[src/rtl/decoder_seq_ctrl.sv]
// Sequencer for the N-bit pattern decoder: clears the decoder, streams N pattern bits into
// its PROGRAM register over a valid/ready handshake, then counts matches while armed.
module decoder_seq_ctrl #(
  parameter int N     = 1024,
  parameter int CNT_W = 16
) (
  input  logic             clk,
  input  logic             clr_n,
  input  logic             start,
  input  logic             abort,
  input  logic             prog_bit,
  input  logic             prog_valid,
  output logic             prog_ready,
  output logic             dec_clr,
  output logic             dec_enable,
  output logic             dec_prgm,
  input  logic             dec_match,
  output logic             busy,
  output logic             armed,
  output logic             match_pulse,
  output logic [CNT_W-1:0] match_count,
  output logic             overflow
);

  localparam int               BIT_W    = (N > 1) ? $clog2(N) : 1;
  localparam logic [BIT_W-1:0] LAST_BIT = BIT_W'(N - 1);
  localparam logic [BIT_W-1:0] BIT_ONE  = BIT_W'(1);
  localparam logic [CNT_W-1:0] CNT_MAX  = '1;
  localparam logic [CNT_W-1:0] CNT_ONE  = CNT_W'(1);

  typedef enum logic [1:0] {
    IDLE,
    CLEAR,
    LOAD,
    ARMED
  } state_t;

  state_t           state;
  logic [BIT_W-1:0] bit_cnt;
  logic             handshake;

  // prog_ready is a registered copy of (state == LOAD), so the decoder pins follow it directly.
  assign handshake  = prog_valid & prog_ready;
  assign dec_enable = handshake;
  assign dec_prgm   = prog_ready & prog_bit;

  always_ff @(posedge clk or negedge clr_n) begin
    if (!clr_n) begin
      state       <= IDLE;
      bit_cnt     <= '0;
      prog_ready  <= 1'b0;
      dec_clr     <= 1'b0;
      busy        <= 1'b0;
      armed       <= 1'b0;
      match_pulse <= 1'b0;
      match_count <= '0;
      overflow    <= 1'b0;
    end else begin
      dec_clr     <= 1'b0;
      match_pulse <= 1'b0;

      // Matches only count while armed; the count saturates and latches overflow.
      if (state == ARMED && dec_match) begin
        match_pulse <= 1'b1;
        if (match_count == CNT_MAX) begin
          overflow <= 1'b1;
        end else begin
          match_count <= match_count + CNT_ONE;
        end
      end

      if (abort) begin
        state      <= IDLE;
        dec_clr    <= 1'b1;
        prog_ready <= 1'b0;
        busy       <= 1'b0;
        armed      <= 1'b0;
        bit_cnt    <= '0;
      end else if (start && state != CLEAR) begin
        // Counter and overflow read zero for the whole CLEAR cycle.
        state       <= CLEAR;
        dec_clr     <= 1'b1;
        prog_ready  <= 1'b0;
        busy        <= 1'b1;
        armed       <= 1'b0;
        bit_cnt     <= '0;
        match_count <= '0;
        overflow    <= 1'b0;
      end else begin
        case (state)
          CLEAR: begin
            state      <= LOAD;
            prog_ready <= 1'b1;
          end
          LOAD: begin
            if (handshake) begin
              if (bit_cnt == LAST_BIT) begin
                state      <= ARMED;
                bit_cnt    <= '0;
                prog_ready <= 1'b0;
                busy       <= 1'b0;
                armed      <= 1'b1;
              end else begin
                bit_cnt <= bit_cnt + BIT_ONE;
              end
            end
          end
          default: begin
          end
        endcase
      end
    end
  end

endmodule

[config.mk]
export PLATFORM = sky130hd
export DESIGN_NAME = decoder_seq_ctrl
export DESIGN_NICKNAME = d
export VERILOG_FILES = /design/src/rtl/decoder_seq_ctrl.sv
export SDC_FILE = /design/constraint.sdc
export NUM_CORES = 1
export LEC_CHECK = 0
export BUFFER_PORTS_ARGS = -buffer_cell sky130_fd_sc_hd__buf_2
export CAP_MARGIN = 20
export CORE_AREA = 3 3 83 61
export CTS_CLUSTER_DIAMETER = 60
export CTS_CLUSTER_SIZE = 30
export DETAILED_ROUTE_END_ITERATION = 6
export DIE_AREA = 0 0 86 64
export SYNTH_ARGS = -nofsm -noshare
export SYNTH_HDL_FRONTEND = slang
export SYNTH_SLANG_ARGS = --single-unit
[constraint.sdc]
create_clock -name clk -period 1.7 [get_ports clk]
set_input_delay 0.34 -clock clk [delete_from_list [all_inputs] [get_ports clk]]
set_output_delay 0.34 -clock clk [all_outputs]
set_load 0.02 [all_outputs]
== Yosys cells after proc, flatten, opt, wreduce, memory -nomap -nowiden ==
Index checks and enable logic that the tools add are counted.
Operators by class
  $add $sub $neg: 2
  $mul: 0
  div/mod/pow operators: 0
  magnitude comparators: 0
  equality and inequality tests: 8
  shift-type cells: 0
  multiplexer cells: 34
  bitwise logic cells: 2
  reduce and logical (&&, ||, !) cells: 9
Operators by type and width (count)
  two-way mux 16 bit: 4
  two-way mux 10 bit: 5
  two-way mux 1 bit: 19
  adder 16 x 1 -> 16 bit (second input constant): 1
  equality test 16 bit (second input constant): 1
  adder 10 x 1 -> 10 bit (second input constant): 1
  equality test 10 bit (second input constant): 1
  nonzero test 3 bit: 3
  two-way mux 2 bit: 4
  inequality test 4 bit (second input constant): 2
  AND reduction 3 bit: 2
  equality test 2 bit (second input constant): 2
  case mux 2 bit (2 select lines): 1
  nonzero test 4 bit: 1
  bitwise AND 1 bit: 2
  equality test 2 x 1 -> 1 bit (second input constant): 1
  logical AND 1 bit: 2
  inequality test 2 x 1 -> 1 bit (second input constant): 1
  case mux 1 bit (2 select lines): 1
  AND reduction 2 bit: 1
Word-level totals
  flip-flop bits (word level): 34
  latch bits: 0
  memory bits (writable): 0
  memory bits (read-only): 0
  input bits: 7
  output and inout port bits: 24
  logic and storage cells: 64
  memories: 0

== Logic depth before layout (Yosys ltp) ==
Gate-level depths: netlist of the first run.
  depth in word-level cells: 6
  depth in mapped cells: 8

== Least setup slack after synthesis of the first run ==
Ideal clock, no wire load.
  path type: reg-to-reg
  start: register match_count[0]
  end: register match_count[14]
  arrival: 1.785 ns
  required time: 1.580 ns
  slack: -0.206 ns
  stages on the path, launching flop included: 6
  path buffers: 0
  period minus slack after synthesis: 1.906 ns
  cells stage by stage: dfrtp_1 > ha_1 > and4_2 > nand4_4 > or4b_1 > o211a_1
On the way
  word-level cells in the longest chain between the ends: 5
  elaborated cells between the ends (all ways): 6
  classes of those cells: add/sub (1); eq/ne (1); mux (4)
RTL lines
  start: declaration: line 21  | output logic [CNT_W-1:0] match_count,
  start signal: assignment: line 68  | match_count <= match_count + CNT_ONE;
  adder 16 x 1 -> 16 bit / equality test 16 bit (equally long branches): line 68, 65
  two-way mux 16 bit *: line 65  | if (match_count == CNT_MAX) begin
  two-way mux 16 bit *: line 63  | if (state == ARMED && dec_match) begin
  two-way mux 16 bit: line 79  | end else if (start && state != CLEAR) begin
  two-way mux 16 bit *: line 72  | if (abort) begin
Mark *: on every way between the ends. The rest lies on a longest branch, timed or not.
A chain may end at the register's enable or synchronous reset.

== Worst setup path after layout of the first run ==
  start: register match_count[1]
  end: register match_count[11]
The elaborated chain is that of the path after synthesis.

==> run summary, run 1 <==
total number of vias -> 1716
Hold WC Path Type -> primary input to async pin
power density over cell area -> 689.6 nW/um2
combinational share of power -> 0.135
share of the synthesized area in the top cell type -> 0.4604
RSZ-0062 raised after global routing -> yes
headroom to the max-slew limit -> 0.7937
starting density of the core -> 0.4269
RePlAce Congestion -> 0.8635
share of cells above drive strength 1 -> 0.3775
XOR/XNOR Fraction of Synth Area -> 0.03318
Ports -> 31
failing checks -> setup timing
P&R area growth vs syn -> 32.70%
final worst path period share -> 1.013
antenna cells -> 0
Hold Worst Slack -> 0.01288 ns
fin crit period -> 1.722 ns
initial antenna violation count -> 0
filler cell count -> 379
Top FF cell, synth -> dfrtp_1
worst vdd ir -> 428.7 uV
port bufs -> 30
Clock transition at path regs -> 0.07 ns
Post-DP HPWL -> 3463 um
compound-cell area share of the yosys netlist -> 0.1517
simple-gate share of the synthesized area -> 0.2857
net switching power figure -> 0.4491 mW
Root Buffer Master -> clkbuf_8
H-tree depth -> 2
largest family of logic cells by synthesized area -> simple AND/OR/NAND/NOR gates
Syn. warnings -> 0
Fin Setup TNS -> -0.02200 ns
Pleak -> 1.187 nW
Die ar. -> 5504 um2
vias in the first global route -> 1641
area occupied by registers -> 853.3 um2
largest area contributor in the netlist -> dfrtp_1
GR Overflow Total -> 0
ys async rst share -> 1.000
Setup-failing EPs final -> 1
crit path DAT -> 1.93 ns
Syn Area/Cell -> 9.778 um2
Max Clk Rate -> 0.5807 GHz
placed cell count -> 292
first-pass GRT wire length -> 7866 um
post-synth cell types -> 43
slew at the pin closest to its max-slew limit -> 0.3056 ns
Clock power frac -> 0.360
drt first-iter violations -> 103
largest net degree at the start of global routing -> 35
WL per Instance -> 15.41 um
TritonRoute pass-1 iters -> 4
Synth Register Bits -> 34
adder-cell share of the synthesized area -> 0.03385
Worst R2R Start -> match_count[1]
worst-path maximum fanout -> 4
post-synthesis mux area share -> 0.01083
area of the multi-input gates -> 1059 um2
Setup CP Type -> flip-flop to flip-flop
ranking of synthesized cells by area -> dfrtp_1, a21oi_1, nand2_1, ha_1, xor2_1
Post-synth top cells -> dfrtp_1, nand2_1, a21oi_1, nor2_1, nand3_1
final hold vios -> 0
worst skew pair latency -> 0.28 ns
Critical path origin -> match_count[1]
max-cap check violation count -> 0
count leader, synth -> dfrtp_1
Synth Instances -> 189
status -> finished, violations left
register share of total power -> 0.505
max-slew violations -> 0
final worst slack -> -0.02200 ns
nets -> 260
Startpoint Class -> flip-flop
sequential area share after synthesis -> 0.4604
Die H -> 64 um
CP endpoint kind -> flip-flop
die width -> 86 um
Placement Cell Area -> 2238 um2
overall power -> 1.691 mW
Remaining DRCs -> 0
worst clock skew -> 0.007235 ns
# rows -> 20
GRT Total Usage -> 0.1796
fin area -> 2452 um2
total wire length -> 4684 um
post-synthesis cell area -> 1848 um2
post-route antenna net violation count -> 0
Int Power -> 1.242 mW
syn nets -> 201
switching share of power -> 0.2656
CTS tree -> yes
Post-synth EDFFs -> 0
CTS Buf Count -> 5
core area -> 4329 um2
via density per instance -> 5.645
Final Non-Filler Cells -> 304
CTS max path bufs -> 2
Clock Sinks -> 34
Req. time, crit path -> 1.91 ns
[routing by layer]
layer / GRT usage / routed length [um] / part of all wire
met1: 0.2754 / 2301 / 0.49
met4: 0.03755 / 27 / 0.0058
met3: 0.04510 / 314 / 0.067
met2: 0.2529 / 2041 / 0.44
met5: 0 / 0 / 0
[power by group through the flow]
stage	Clock, mW	Combinational, mW	Sequential [mW]
final	0.609	0.228	0.854
after global routing	0.660	0.254	0.857
after CTS	0.626	0.214	0.852
after detailed placement	0	0.211	0.867
after global placement	0	0.209	0.865
after floorplan	0	0.101	0.883
[flip-flops by register name, summed over array words and instances (netlist names)]
signal,count
prog_ready,1
busy,1
match_pulse,1
overflow,1
armed,1
match_count,16
bit_cnt,10
dec_clr,1
state,2
[layout by cell type (no fill, tap or decap), types with 4 or more instances in the layout]
cell type,n
clkbuf_8,6
o21ai_0,5
or4_4,4
nor2_1,13
xor2_1,7
nand2_1,15
and2_1,5
a21oi_1,13
buf_2,30
or3_1,5
nand3_1,11
nand4_1,6
buf_4,25
inv_1,6
and3_1,4
nor3_1,6
dfrtp_1,32
[final timing paths]
path | slack (ns) | cells after the start | end
setup / recovery | -0.02 | 6 | match_count[11]
hold / removal | 0.01 | 2 | bit_cnt[9]
setup reg to reg | -0.02 | 6 | match_count[11]
hold reg to reg | 0.50 | 2 | armed
max in group asynchronous | 1.50 | 2 | match_count[0]
min in group clk | 0.34 | 2 | prog_ready
[logic make-up (layout without fill, tap and decap cells)]
kind of cell	Yosys count	after routing
simple gates	89	89
compound gates	42	42
flops	34	34
buf+inv	10	70
xor+xnor	7	7
fa+ha+maj	5	5
mux	2	2
[metrics by stage]
step / worst slack (ns) / util
floorplan: 0.001197 / -
global placement: 0.04765 / 0.5171
detailed placement: -0.0004744 / 0.5171
CTS: -0.01254 / 0.5399
global route: -0.07514 / 0.5665
finish: -0.02200 / 0.5665
[layout make-up]
class                           instances  share of cell area
Timing Repair Buffer                   56              0.1459
Inverter                                6            0.009184
Tap cell                               55             0.02806
Clock buffer                            7             0.03520
Clock inverter                          1            0.002041
Sequential cell                        34              0.3480
Multi-Input combinational cell        145              0.4316
[worst max-delay path, cell delays in order (launching register included)]
cell and delay, ns:
dfrtp_2 0.45, ha_4 0.19, nand3_1 0.16, nor4_4 0.07, buf_4 0.16, or4_4 0.47
a21oi_2 0.16
[repair_timing]
item                       4_1_cts  5_1_grt
setup buffers                    0        4
pin swaps                        0        5
setup endpoints to repair        5       17
resized for setup                3       23
hold buffers                     0        0
No activity file was read; power rests on OpenSTA's default activity.
==> run 2: changes to the inputs <==
SETUP_SLACK_MARGIN = 0.02   (was default)
==> run summary, run 2 (synthesis results as in run 1) <==
max-slew violations -> 0 (unchanged)
placed cell count -> 293 (was 292)
antenna cells -> 0 (unchanged)
starting density of the core -> 0.4269 (unchanged)
Hold WC Path Type -> primary input to flip-flop (was primary input to async pin)
net switching power figure -> 0.4573 mW (was 0.4491 mW)
Final Non-Filler Cells -> 304 (unchanged)
Slowest cell on crit path -> or4b_1 (was or4_4)
# rows -> 20 (unchanged)
max reg flops -> 16 (unchanged)
Reg with most FFs -> match_count (unchanged)
Remaining DRCs -> 0 (unchanged)
Pleak -> 1.171 nW (was 1.187 nW)
largest net degree at the start of global routing -> 20 (was 35)
RePlAce Congestion -> 0.8700 (was 0.8635)
hold_sp -> prog_valid
Startpoint Class -> flip-flop (unchanged)
first-pass GRT wire length -> 8231 um (was 7866 um)
crit path DAT -> 1.85 ns (was 1.93 ns)
worst clock skew -> 0.004467 ns (was 0.007235 ns)
fin area -> 2470 um2 (was 2452 um2)
TritonRoute pass-1 iters -> 4 (unchanged)
headroom to the max-slew limit -> 0.6640 (was 0.7937)
WL per Instance -> 15.98 um (was 15.41 um)
Clock power frac -> 0.358 (was 0.360)
drt first-iter violations -> 98 (was 103)
Crit path max-delay family -> simple AND/OR/NAND/NOR gates (unchanged)
initial antenna violation count -> 0 (unchanged)
vias in the first global route -> 1670 (was 1641)
total number of vias -> 1717 (was 1716)
CP endpoint kind -> flip-flop (unchanged)
fin crit period -> 1.679 ns (was 1.722 ns)
CTS Buf Count -> 5 (unchanged)
Post-DP HPWL -> 3637 um (was 3463 um)
Req. time, crit path -> 1.87 ns (was 1.91 ns)
Ports -> 31 (unchanged)
worst vdd ir -> 502.0 uV (was 428.7 uV)
worst path bufs/invs -> 0 (was 1)
Placement Cell Area -> 2248 um2 (was 2238 um2)
most frequent cells in the layout -> dfrtp_1, buf_2, buf_4, nand2_1 (unchanged)
Max Clk Rate -> 0.5955 GHz (was 0.5807 GHz)
nets -> 260 (unchanged)
core area -> 4329 um2 (unchanged)
total wire length -> 4857 um (was 4684 um)
Clock transition at path regs -> 0.07 ns (about the same)
largest registers -> match_count: 16 flops, bit_cnt: 10 flops, state: 2 flops (unchanged)
max-cap check violation count -> 0 (unchanged)
Critical path origin -> state[0] (was match_count[1])
via density per instance -> 5.648 (was 5.645)
Fin Setup TNS -> 0 ns (was -0.02200 ns)
worst-path maximum fanout -> 4 (unchanged)
Die H -> 64 um (unchanged)
combinational share of power -> 0.141 (was 0.135)
port bufs -> 30 (unchanged)
Crit path largest cell delay -> 0.48 ns (was 0.47 ns)
slew at the pin closest to its max-slew limit -> 0.5002 ns (was 0.3056 ns)
Setup-failing EPs final -> 0 (was 1)
RSZ-0062 raised after global routing -> yes (unchanged)
Clock Sinks -> 34 (unchanged)
final worst path period share -> 0.9879 (was 1.013)
overall power -> 1.709 mW (was 1.691 mW)
Worst R2R Start -> state[0] (was match_count[1])
CTS tree -> yes (unchanged)
final hold vios -> 0 (unchanged)
CTS max path bufs -> 2 (unchanged)
crit-path cells -> ha_2 -> and4_4 -> nand4_4 -> or4b_1 -> o211a_1 (was ha_4 -> nand3_1 -> nor4_4 -> buf_4 -> or4_4 -> a21oi_2)
worst skew pair latency -> 0.28 ns (about the same)
Die ar. -> 5504 um2 (unchanged)
H-tree depth -> 2 (unchanged)
power density over cell area -> 692.1 nW/um2 (was 689.6 nW/um2)
Root Buffer Master -> clkbuf_8 (unchanged)
GR Overflow Total -> 0 (unchanged)
post-route antenna net violation count -> 0 (unchanged)
register share of total power -> 0.501 (was 0.505)
P&R area growth vs syn -> 33.65% (was 32.70%)
GRT Total Usage -> 0.1889 (was 0.1796)
Int Power -> 1.252 mW (was 1.242 mW)
Setup CP Type -> flip-flop to flip-flop (unchanged)
die width -> 86 um (unchanged)
switching share of power -> 0.2675 (was 0.2656)
share of cells above drive strength 1 -> 0.3775 (unchanged)
status -> finished clean (was finished, violations left)
==> run 2: final timing paths <==
kind                                   end  slack, ns  depth (start not counted)
setup / recovery           match_count[14]       0.02                          5
max in group asynchronous         overflow       0.73                          3
setup reg to reg           match_count[14]       0.02                          5
hold reg to reg                   overflow       0.52                          2
min in group asynchronous   match_count[6]       0.53                          2
hold / removal                  prog_ready       0.34                          2
==> run 2: layout make-up <==
type	instances	area, um2
tap	55	68.82
timing repair buffer	56	364.1
clock inverter	1	5.005
clock buffer	7	86.33
multi-input combinational	145	1067
fill	418	1859
inverter	6	22.52
sequential	34	855.8
==> run 2: through the flow <==
| step | worst slack (ns) | hold WS, ns | utilization |
|---|---|---|---|
| detailed placement | -0.009884 | 0.2841 | 0.5194 |
| finish | 0.02065 | 0.3429 | 0.5705 |
| global route | -0.03238 | 0.3455 | 0.5705 |
| global placement | 0.05326 | 0.2809 | 0.5194 |
| floorplan | 0.001197 | 0.04441 | - |
| CTS | 0.01423 | 0.3201 | 0.5474 |
==> run 2: layer usage <==
layer	GRT usage	part of all wire	vias up	routed length, um
met3	0.04768	0.062	2	303
met5	0	0	-	0
li1	-	-	830	-
met2	0.2779	0.43	55	2095
met1	0.2835	0.50	830	2447
met4	0.02964	0.0023	0	11
==> run 2: power by group through the flow <==
stage / Combinational [mW] / Sequential (mW) / Clock, mW
after floorplan: 0.101 / 0.883 / 0
after global placement: 0.208 / 0.867 / 0
after detailed placement: 0.209 / 0.869 / 0
after CTS: 0.227 / 0.853 / 0.627
after global routing: 0.270 / 0.857 / 0.671
final: 0.241 / 0.856 / 0.612
==> run 2: repair_timing <==
action,in CTS,in global routing
endpoints found under the setup margin,6,21
hold endpoints to repair,15,0
pin swaps,0,10
setup buffers,2,0
resized for setup,2,24
hold buffers,1,0
==> run 2: worst register-to-register path, delay by kind of cell (launching register included) <==
family,cells,cell delay (ns)
simple gates,3,0.83
flops,1,0.40
fa+ha+maj,1,0.21
compound gates,1,0.13
==> run 3: changes to the inputs <==
ABC_AREA = 1   (was default)
CORE_AREA = 3 3 85 63   (was 3 3 83 61)
DIE_AREA = 0 0 88 66   (was 0 0 86 64)
SETUP_SLACK_MARGIN = 0.5   (was 0.02)
==> run summary, run 3 <==
status -> finished clean (unchanged)
most common cell after layout, fill and taps aside -> nand2_1
final hold vios -> 0 (unchanged)
Top FF cell, synth -> dfrtp_1 (unchanged)
Post-synth EDFFs -> 0 (unchanged)
RSZ-0062 raised after global routing -> yes (unchanged)
CTS max path bufs -> 2 (unchanged)
drt first-iter violations -> 96 (was 98)
H-tree depth -> 2 (unchanged)
post-synthesis mux area share -> 0 (was 0.01083)
Synth Instances -> 263 (was 189)
Syn. warnings -> 0 (unchanged)
most frequent cells in the layout -> nand2_1, nor2_1, buf_6, buf_4, inv_1 (was dfrtp_1, buf_2, buf_4, nand2_1)
WL per Instance -> 12.82 um (was 15.98 um)
Remaining DRCs -> 0 (unchanged)
ranking of synthesized cells by area -> dfrtp_1, nand2_1, nor2_1, inv_1, nand4_1 (was dfrtp_1, a21oi_1, nand2_1, ha_1, xor2_1)
max-cap check violation count -> 0 (unchanged)
post-synthesis cell area -> 1963 um2 (was 1848 um2)
total number of vias -> 1906 (was 1717)
GR Overflow Total -> 0 (unchanged)
total wire length -> 5078 um (was 4857 um)
count leader, synth -> nand2_1 (was dfrtp_1)
Clock power frac -> 0.310 (was 0.358)
largest area contributor in the netlist -> dfrtp_1 (unchanged)
post-route antenna net violation count -> 0 (unchanged)
simple-gate share of the synthesized area -> 0.3607 (was 0.2857)
combinational share of power -> 0.296 (was 0.141)
largest registers -> match_count: 16 flops, bit_cnt: 10 flops, state: 2 flops (unchanged)
GRT Total Usage -> 0.1905 (was 0.1889)
Synth Register Bits -> 34 (unchanged)
share of cells above drive strength 1 -> 0.4808 (was 0.3775)
TritonRoute pass-1 iters -> 4 (unchanged)
core area -> 4651 um2 (was 4329 um2)
XOR/XNOR Fraction of Synth Area -> 0.02677 (was 0.03318)
headroom to the max-slew limit -> 0.7362 (was 0.6640)
CTS Buf Count -> 5 (unchanged)
# rows -> 21 (was 20)
worst clock skew -> 0.008004 ns (was 0.004467 ns)
largest family of logic cells by synthesized area -> simple AND/OR/NAND/NOR gates (unchanged)
net switching power figure -> 0.7846 mW (was 0.4573 mW)
Die ar. -> 5808 um2 (was 5504 um2)
worst-path maximum fanout -> 6 (was 4)
max reg flops -> 16 (unchanged)
slew at the pin closest to its max-slew limit -> 0.3957 ns (was 0.5002 ns)
Max Clk Rate -> 0.6603 GHz (was 0.5955 GHz)
Hold WC Path Type -> primary input to flip-flop (unchanged)
Post-synth top cells -> nand2_1, nor2_1, dfrtp_1, inv_1, nand4_1 (was dfrtp_1, nand2_1, a21oi_1, nor2_1, nand3_1)
Fin Setup TNS -> 0 ns (unchanged)
Reg with most FFs -> match_count (unchanged)
first-pass GRT wire length -> 8452 um (was 8231 um)
share of the synthesized area in the top cell type -> 0.4334 (was 0.4604)
Die H -> 66 um (was 64 um)
syn nets -> 275 (was 201)
vias in the first global route -> 1757 (was 1670)
Int Power -> 1.631 mW (was 1.252 mW)
Syn Area/Cell -> 7.464 um2 (was 9.778 um2)
Clock Sinks -> 34 (unchanged)
overall power -> 2.416 mW (was 1.709 mW)
fin crit period -> 1.514 ns (was 1.679 ns)
switching share of power -> 0.3248 (was 0.2675)
Setup-failing EPs final -> 0 (unchanged)
Setup CP Type -> flip-flop to flip-flop (unchanged)
Post-DP HPWL -> 3395 um (was 3637 um)
max-slew violations -> 0 (unchanged)
CP endpoint kind -> flip-flop (unchanged)
P&R area growth vs syn -> 55.19% (was 33.65%)
port bufs -> 30 (unchanged)
sequential area share after synthesis -> 0.4334 (was 0.4604)
power density over cell area -> 792.9 nW/um2 (was 692.1 nW/um2)
register share of total power -> 0.394 (was 0.501)
adder-cell share of the synthesized area -> 0.03187 (was 0.03385)
initial antenna violation count -> 0 (unchanged)
Req. time, crit path -> 1.89 ns (was 1.87 ns)
RePlAce Congestion -> 0.8782 (was 0.8700)
Startpoint Class -> flip-flop (unchanged)
antenna cells -> 0 (unchanged)
CTS tree -> yes (unchanged)
post-synth cell types -> 28 (was 43)
Clock transition at path regs -> 0.08 ns (was 0.07 ns)
ys async rst share -> 1.000 (unchanged)
Pleak -> 1.449 nW (was 1.171 nW)
filler cell count -> 388 (was 418)
final worst path period share -> 0.8908 (was 0.9879)
largest net degree at the start of global routing -> 21 (was 20)
crit path DAT -> 1.71 ns (was 1.85 ns)
Root Buffer Master -> clkbuf_8 (unchanged)
die width -> 88 um (was 86 um)
via density per instance -> 4.813 (was 5.648)
compound-cell area share of the yosys netlist -> 0.06437 (was 0.1517)
Ports -> 31 (unchanged)
worst vdd ir -> 328.6 uV (was 502.0 uV)
worst skew pair latency -> 0.29 ns (was 0.28 ns)
nets -> 350 (was 260)
starting density of the core -> 0.4221 (was 0.4269)
-- run 3: cell count changes after synthesis, sizes merged, moves of 5 or more --
cell	change
or3	-5
nand2	+56
nor2	+40
and2	-6
and3	-5
and4	-5
inv	+33
-- run 3: layer usage --
metal  vias up  GRT usage  part of all wire
li1        978          -                 -
met1       884     0.2872              0.52
met2        39     0.2650              0.42
met3         5    0.04981             0.046
met4         0    0.05172             0.010
met5         -          0                 0
-- run 3: final timing paths --
kind                            startpoint  cells after the start               to  slack, ns
worst min-delay path                 abort                      3   match_count[4]       0.40
worst min register to register       armed                      2            armed       0.50
worst max register to register    state[1]                     10            armed       0.19
worst max-delay path              state[1]                     10            armed       0.19
min in group asynchronous            clr_n                      2   match_count[6]       0.50
max in group asynchronous            clr_n                      3  match_count[13]       0.74
-- run 3: repair_timing --
item	4_1_cts	5_1_grt
hold buffers	1	0
endpoints found under the hold margin	14	0
setup endpoints to repair	53	54
pin swaps	24	14
gates cloned	2	0
setup buffers	23	11
gates resized for setup	74	32
-- run 3: critical path, cell delays in order (launching register included) --
cell     delay, ns
dfrtp_2       0.45
inv_2         0.09
ha_4          0.14
nor2_4        0.04
nor2_4        0.14
o21ai_4       0.10
buf_6         0.15
nand2_4       0.11
inv_6         0.05
nor2_1        0.08
nor2_1        0.04
-- run 3: metrics by stage --
stage	util	instance area, um2	instances	hold WS, ns	setup slack (ns)
floorplan	-	2087	263	0.04441	0.2870
global placement	0.4991	2321	351	0.2944	0.1551
detailed placement	0.4991	2321	351	0.2865	0.1486
CTS	0.6121	2846	385	0.3801	0.2262
global route	0.6551	3047	396	0.4250	0.1015
finish	0.6551	3047	396	0.4025	0.1856
-- run 3: cell type report --
cell class / count / area [um2] / area share
Multi-Input combinational cell: 187 / 1180 / 0.3873
Tap cell: 57 / 71.32 / 0.02341
Clock buffer: 5 / 68.82 / 0.02259
Clock inverter: 3 / 40.04 / 0.01314
Timing Repair Buffer: 69 / 636.9 / 0.2090
Inverter: 40 / 170.2 / 0.05585
Timing Repair inverter: 1 / 11.26 / 0.003696
Sequential cell: 34 / 868.3 / 0.2850
-- run 3: kinds of logic (layout without fill, tap and decap cells) --
group | Yosys count | in the layout
and+or+nand+nor | 153 | 153
adders and majority gates | 5 | 5
DFF | 34 | 34
xor gates and xnor gates | 6 | 6
AOI/OAI and AO/OA | 23 | 23
buffers and inverters | 42 | 118
-- run 3: power groups by stage --
stage | clock network (mW) | logic, mW | registers [mW]
after global routing | 0.795 | 0.778 | 0.960
after CTS | 0.764 | 0.624 | 0.942
after floorplan | 0 | 0.279 | 0.978
final | 0.749 | 0.716 | 0.951
after global placement | 0 | 0.458 | 0.941
after detailed placement | 0 | 0.463 | 0.944
